[src/rtl/map_sel_pkg.sv]
// -----------------------------------------------------------------------------
// map_sel_pkg
// Shared definitions for the runtime mapper-select sequencer:
//   - map_state_t   : sequencer states (IDLE, SYNC, RESET, RELEASE, DONE)
//   - MAP_IDX_W     : width of a mapper index
//   - MAP_IDX_NOM   : index of the "nom" (no-op) mapper selected after reset
//   - MAP_IDX_LIST  : mapper indices the hub actually implements
//   - cnt_w()       : counter width helper (never returns 0)
//   - idx_supported(): membership test against MAP_IDX_LIST
// -----------------------------------------------------------------------------
package map_sel_pkg;

    localparam int MAP_IDX_W = 8;
    localparam logic [MAP_IDX_W-1:0] MAP_IDX_NOM = '0;

    typedef enum logic [2:0] {
        IDLE    = 3'd0,
        SYNC    = 3'd1,
        RESET   = 3'd2,
        RELEASE = 3'd3,
        DONE    = 3'd4
    } map_state_t;

    localparam int MAP_IDX_NUM = 31;
    localparam logic [MAP_IDX_W-1:0] MAP_IDX_LIST [MAP_IDX_NUM] = '{
        8'd0,   8'd15,  8'd28,  8'd40,  8'd41,  8'd42,  8'd57,  8'd58,
        8'd61,  8'd91,  8'd99,  8'd101, 8'd107, 8'd112, 8'd164, 8'd168,
        8'd178, 8'd188, 8'd193, 8'd200, 8'd201, 8'd202, 8'd203, 8'd212,
        8'd227, 8'd231, 8'd234, 8'd240, 8'd241, 8'd242, 8'd246
    };

    // $clog2 of the count, but at least one bit so tiny parameters still
    // give a legal vector.
    function automatic int cnt_w(input int n);
        return (n > 2) ? $clog2(n) : 1;
    endfunction

    function automatic logic idx_supported(input logic [MAP_IDX_W-1:0] idx);
        logic hit;
        hit = 1'b0;
        for (int i = 0; i < MAP_IDX_NUM; i++) begin
            if (MAP_IDX_LIST[i] == idx) begin
                hit = 1'b1;
            end
        end
        return hit;
    endfunction

endpackage

[src/rtl/map_idx_lut.sv]
// -----------------------------------------------------------------------------
// map_idx_lut
// Combinational check of a requested mapper index against the set of mappers
// the hub implements.
// Ports:
//   idx       in  8  requested mapper index
//   supported out 1  high when idx is in MAP_IDX_LIST
// -----------------------------------------------------------------------------
module map_idx_lut
    import map_sel_pkg::*;
(
    input  logic [MAP_IDX_W-1:0] idx,
    output logic                 supported
);

    always_comb begin
        supported = idx_supported(idx);
    end

endmodule

[src/rtl/map_sel_ctrl.sv]
// -----------------------------------------------------------------------------
// map_sel_ctrl
// Runtime mapper-select sequencer between the host config interface and the
// mapper hub select. A request is accepted in IDLE, the sequencer waits for a
// quiet CPU bus (or a timeout), holds the mapper in reset while committing the
// new index, releases reset, waits for the mapper to settle and acknowledges.
// The hub select therefore only changes while the mapper is held in reset,
// never in the middle of a CPU cycle.
//
// Build option: define MAP_IDX_CHECK_EN to reject unsupported indices with an
// err pulse. Without it every index is accepted and err is tied low.
//
// Ports:
//   clk        in   1  system clock
//   rst        in   1  synchronous active-high reset
//   m2         in   1  CPU phi2, already synchronised to clk
//   req        in   1  host request (level), sampled only in IDLE
//   req_idx    in   8  requested mapper index, captured with req
//   map_idx    out  8  committed mapper index to hub select
//   map_rst    out  1  mapper logic reset
//   busy       out  1  high in every state except IDLE
//   ack        out  1  one-cycle completion pulse
//   err        out  1  one-cycle rejected-request pulse (MAP_IDX_CHECK_EN only)
//   forced     out  1  sticky: last switch was forced by the quiet timeout
//   state_dbg  out  3  current sequencer state (map_state_t encoding)
//
// Handshake: the host raises req with req_idx stable; the request is taken on
// the first clk edge that sees req=1 while busy=0 (IDLE). req is ignored while
// busy=1. Completion is the single-cycle ack (or err when the index is
// rejected); the host must have dropped req by the cycle after that pulse,
// otherwise it is taken as a new request.
// -----------------------------------------------------------------------------
module map_sel_ctrl
    import map_sel_pkg::*;
#(
    parameter int QUIET_CYC  = 8,
    parameter int QUIET_TO   = 4096,
    parameter int RST_CYC    = 16,
    parameter int SETTLE_CYC = 8
) (
    input  logic                 clk,
    input  logic                 rst,
    input  logic                 m2,
    input  logic                 req,
    input  logic [MAP_IDX_W-1:0] req_idx,
    output logic [MAP_IDX_W-1:0] map_idx,
    output logic                 map_rst,
    output logic                 busy,
    output logic                 ack,
    output logic                 err,
    output logic                 forced,
    output logic [2:0]           state_dbg
);

    localparam int Q_W = cnt_w(QUIET_CYC);
    localparam int T_W = cnt_w(QUIET_TO);
    localparam int R_W = cnt_w(RST_CYC);
    localparam int S_W = cnt_w(SETTLE_CYC);

    localparam logic [Q_W-1:0] Q_LAST = Q_W'(QUIET_CYC - 1);
    localparam logic [T_W-1:0] T_LAST = T_W'(QUIET_TO - 1);
    localparam logic [R_W-1:0] R_LAST = R_W'(RST_CYC - 1);
    localparam logic [S_W-1:0] S_LAST = S_W'(SETTLE_CYC - 1);

    map_state_t           state;
    map_state_t           state_nxt;
    logic [Q_W-1:0]       q_cnt;
    logic [T_W-1:0]       t_cnt;
    logic [R_W-1:0]       r_cnt;
    logic [S_W-1:0]       s_cnt;
    logic [MAP_IDX_W-1:0] pend_idx;
    logic                 por_q;
    logic                 req_ok;
    logic                 accept;
    logic                 quiet_hit;
    logic                 to_hit;

`ifdef MAP_IDX_CHECK_EN
    logic idx_ok;
    logic err_q;

    map_idx_lut u_map_idx_lut (
        .idx       (req_idx),
        .supported (idx_ok)
    );

    assign req_ok = idx_ok;
    assign err    = err_q;

    always_ff @(posedge clk) begin
        if (rst) begin
            err_q <= 1'b0;
        end else begin
            err_q <= (state == IDLE) && req && !idx_ok;
        end
    end
`else
    assign req_ok = 1'b1;
    assign err    = 1'b0;
`endif

    assign accept = (state == IDLE) && req && req_ok;

    // Quiet window: QUIET_CYC consecutive low m2 samples, the current one
    // included. q_cnt holds the number of lows already seen before this cycle.
    assign quiet_hit = (state == SYNC) && !m2 && (q_cnt == Q_LAST);
    assign to_hit    = (state == SYNC) && (t_cnt == T_LAST);

    // ---------------------------------------------------------------- state reg
    always_ff @(posedge clk) begin
        if (rst) begin
            state <= IDLE;
        end else begin
            state <= state_nxt;
        end
    end

    // ---------------------------------------------------------------- next state
    always_comb begin
        state_nxt = state;
        case (state)
            IDLE:    if (accept)                state_nxt = SYNC;
            SYNC:    if (quiet_hit || to_hit)   state_nxt = RESET;
            RESET:   if (r_cnt == R_LAST)       state_nxt = RELEASE;
            RELEASE: if (s_cnt == S_LAST)       state_nxt = DONE;
            DONE:                               state_nxt = IDLE;
            default:                            state_nxt = IDLE;
        endcase
    end

    // ---------------------------------------------------------------- outputs
    always_comb begin
        busy      = (state != IDLE);
        ack       = (state == DONE);
        // por_q keeps the mapper in reset for the cycle right after rst.
        map_rst   = por_q || (state == RESET);
        state_dbg = state;
    end

    // ---------------------------------------------------------------- datapath
    // Each counter only runs in its own state and is cleared everywhere else,
    // so every state starts counting from zero. All counters saturate.
    always_ff @(posedge clk) begin
        if (rst) begin
            q_cnt    <= '0;
            t_cnt    <= '0;
            r_cnt    <= '0;
            s_cnt    <= '0;
            pend_idx <= MAP_IDX_NOM;
            map_idx  <= MAP_IDX_NOM;
            forced   <= 1'b0;
            por_q    <= 1'b1;
        end else begin
            por_q <= 1'b0;

            if (state != SYNC) begin
                q_cnt <= '0;
            end else if (m2) begin
                q_cnt <= '0;
            end else if (q_cnt != Q_LAST) begin
                q_cnt <= q_cnt + 1'b1;
            end

            if (state != SYNC) begin
                t_cnt <= '0;
            end else if (t_cnt != T_LAST) begin
                t_cnt <= t_cnt + 1'b1;
            end

            if (state != RESET) begin
                r_cnt <= '0;
            end else if (r_cnt != R_LAST) begin
                r_cnt <= r_cnt + 1'b1;
            end

            if (state != RELEASE) begin
                s_cnt <= '0;
            end else if (s_cnt != S_LAST) begin
                s_cnt <= s_cnt + 1'b1;
            end

            if (accept) begin
                pend_idx <= req_idx;
                forced   <= 1'b0;
            end

            // A quiet window found on the timeout cycle still counts as quiet.
            if (to_hit && !quiet_hit) begin
                forced <= 1'b1;
            end

            // Commit on the last reset cycle: the hub sees the new index only
            // while the mapper is still held in reset.
            if ((state == RESET) && (r_cnt == R_LAST)) begin
                map_idx <= pend_idx;
            end
        end
    end

endmodule

[config.mk]
export PLATFORM = sky130hd
export DESIGN_NAME = map_sel_ctrl
export DESIGN_NICKNAME = d
export VERILOG_FILES = /design/src/rtl/map_sel_pkg.sv /design/src/rtl/map_idx_lut.sv /design/src/rtl/map_sel_ctrl.sv
export SDC_FILE = /design/constraint.sdc
export NUM_CORES = 1
export LEC_CHECK = 0
export BUFFER_PORTS_ARGS = -buffer_cell sky130_fd_sc_hd__clkbuf_2
export CORE_MARGIN = 5
export CORE_UTILIZATION = 50
export DETAILED_ROUTE_END_ITERATION = 6
export PLACE_DENSITY = 0.82
export SETUP_SLACK_MARGIN = 0.2
export SYNTH_ARGS = -nofsm -noshare
export SYNTH_HDL_FRONTEND = slang
export SYNTH_SLANG_ARGS = --single-unit
export TNS_END_PERCENT = 100
[constraint.sdc]
create_clock -name clk -period 2.95 [get_ports clk]
set_input_delay 0.1475 -clock clk [delete_from_list [all_inputs] [get_ports clk]]
set_output_delay 0.1475 -clock clk [all_outputs]
set_load 0.05 [all_outputs]
==> results.sh <==
export IMPL_critPathMaxStageDelay_ps=580
export IMPL_required_ps=3130
export IMPL_synth_top_area_share=0.457
export IMPL_ant_nets=0
export IMPL_syn_nets=220
export IMPL_htree_levels=2
export IMPL_grt_ovfl_total=0
export IMPL_initial_core_util=0.514
export IMPL_yosysMostFrequentCell="dfxtp_1"
export IMPL_p_leak_nw=0.892
export IMPL_setup_viol=0
export IMPL_finalWirelength_mm=3.42
export IMPL_vdd_ir_drop_max_mv=0.349
export IMPL_grt_usage=0.146
export IMPL_hold_violations=0
export IMPL_hp_class="in -> reg"
export IMPL_port_buffers=26
export IMPL_die_area_mm2=0.00509
export IMPL_synth_common_cells="dfxtp_1, nor2_1, nand2_1"
export IMPL_crit_path_end_kind="flop"
export IMPL_viasPerCell=5.32
export IMPL_synth_ff_type="dfxtp_1"
export IMPL_synthArstFlopShare=0
export IMPL_yosys_area_top_type="dfxtp_1"
export IMPL_syn_area_mm2=0.00188
export IMPL_fin_nets=244
export IMPL_routed_top_layer="met4"
export IMPL_clock_fmax_mhz=549
export IMPL_crit_chain="ha_1, nand3_1, or3_1, mux2i_1, nor2_1"
export IMPL_yosys_top_cells_area="dfxtp_1, mux2i_1, nor2_1, nand2_1, a21oi_1"
export IMPL_firstDrtPassIters=4
export IMPL_power_density_mw_per_mm2=600
export IMPL_slowest_stage="or3_1"
export IMPL_path_delay_family="simple AND/OR/NAND/NOR gates"
export IMPL_dr_wl_met3_um=225
export IMPL_slew_viol_final=0
export IMPL_worst_slew_pin_slew_ps=529
export IMPL_wl_per_cell_um=12.4
export IMPL_fin_skew_ps=6.40
export IMPL_startpoint_type="flop"
export IMPL_maxCapViolCount=0
export IMPL_synth_edf_count=0
export IMPL_syn_avg_cell_area_um2=9.32
export IMPL_synth_seq_cells=43
export IMPL_path_clk_slew_ps=80
export IMPL_cts_root_buf="clkbuf_8"
export IMPL_drtIter0Drc=79
export IMPL_status="complete, no violations"
export IMPL_seq_area_frac_synth=0.457
export IMPL_finalCritPeriodShare=0.617
export IMPL_die_y_um=71.4
export IMPL_antennaDiodeCount=0
export IMPL_dr_wl_met2_mm=1.50
export IMPL_cts_tree="done"
export IMPL_io_pins=28
export IMPL_hpwl_mm=2.48
export IMPL_relSlewSlack=0.648
export IMPL_cp_max_fo=8
export IMPL_fin_crit_ps=1820
export IMPL_drive_gt1_frac=0.203
export IMPL_post_cts_setup_buffers=0
export IMPL_arrival_ps=2000
export IMPL_grt_pass1_wl_mm=6.01
export IMPL_fp_dieW_um=71.4
export IMPL_met1_length_mm=1.65
export IMPL_ys_warn_count=0
export IMPL_cts_buffers=5
export IMPL_syn_inst=202
export IMPL_areaGrowthSynthToFinish_pct=12.3
export IMPL_cts_resized=0
export IMPL_coreArea_mm2=0.00366
export IMPL_grt_pass1_vias=1362
export IMPL_antenna_found_initial=0
export IMPL_clk_latency_ps=300
export IMPL_rsz0062_at_grt="no"
export IMPL_drc=0
export IMPL_power_total_w=0.00127
export IMPL_row_count=22
export IMPL_vias=1464
export IMPL_grt_max_degree=23
export IMPL_clockBufferDepth=2
export IMPL_synth_cell_types=46
export IMPL_path_class="reg -> reg"
export IMPL_fin_util=0.577
export IMPL_cts_sinks=43
export IMPL_critical_path_buf_inv_count=0
export IMPL_postCtsHoldBufs=0
export IMPL_tns_ps=0
export IMPL_place_congestion=0.804
[path summary, 6_finish.rpt]
kind	startpoint	end	slack, ps	cells past startpoint
worst max register to register	r_cnt[0]	map_idx[0]	1130	5
worst min-delay path	req_idx[2]	pend_idx[2]	60	3
worst max-delay path	r_cnt[0]	map_idx[0]	1130	5
worst min register to register	pend_idx[2]	pend_idx[2]	460	2
[area by class of cell]
cell class	instances	area, um^2
multi-input cells	149	970
repair buffers	26	130
flip-flops and latches	43	861
well taps	48	60.1
clock inverters	3	20.0
inverters	1	3.75
fillers	318	1550
clock buffers	5	68.8
[state kept, by name, summed over array words and instances (netlist names)]
name       cells
state_dbg      3
forced         1
q_cnt          3
r_cnt          4
pend_idx       8
por_q          1
t_cnt         12
map_idx        8
s_cnt          3
[through the flow]
stage / area, um^2 / instances / hold WS [ps] / setup slack, ps
after floorplan: 1880 / 202 / 175 / 891
after global placement: 2020 / 267 / 373 / 1210
after detailed placement: 2020 / 267 / 377 / 1130
after CTS: 2110 / 275 / 58.2 / 1120
after global routing: 2110 / 275 / 61.6 / 987
final: 2110 / 275 / 64.1 / 1130
[power by group]
group	internal [W]	switching, W	total, W
registers	0.000618	0.0000429	0.000661
logic	0.0000730	0.000164	0.000237
clock network	0.000165	0.000206	0.000371
[metal layers]
metal	vias to the layer above	track usage
li1	758	-
met1	671	0.190
met2	30	0.222
met3	5	0.0547
met4	0	0.0459
met5	-	0
[cell usage in the layout (no fill, tap or decap), drive strengths merged, types with 5 or more instances in the layout]
cell type | synthesis | routed
dfxtp | 43 | 43
clkbuf | 4 | 31
nor2 | 25 | 25
nand2 | 21 | 21
mux2i | 16 | 16
a21oi | 15 | 15
nor3 | 11 | 11
nand3 | 8 | 8
ha | 6 | 6
o21ai | 5 | 5
or3 | 5 | 5
[cell families (layout without fill, tap and decap cells)]
| kind of cell | count (synthesis) | count (layout) | synth area share |
|---|---|---|---|
| compound gates | 29 | 29 | 0.0898 |
| xor+xnor | 7 | 7 | 0.0326 |
| fa+ha+maj | 6 | 6 | 0.0399 |
| buf+inv | 10 | 35 | 0.0273 |
| flops | 43 | 43 | 0.457 |
| mux | 16 | 16 | 0.0851 |
| other cells | 1 | 1 | 0.00199 |
| simple gates | 90 | 90 | 0.266 |
[worst register-to-register path: stages, from the launching register on]
cell     delay, ps
dfxtp_1        390
ha_1           240
nand3_1        200
or3_1          580
mux2i_1        240
nor2_1          60
Power figures use the tool's default switching activity.
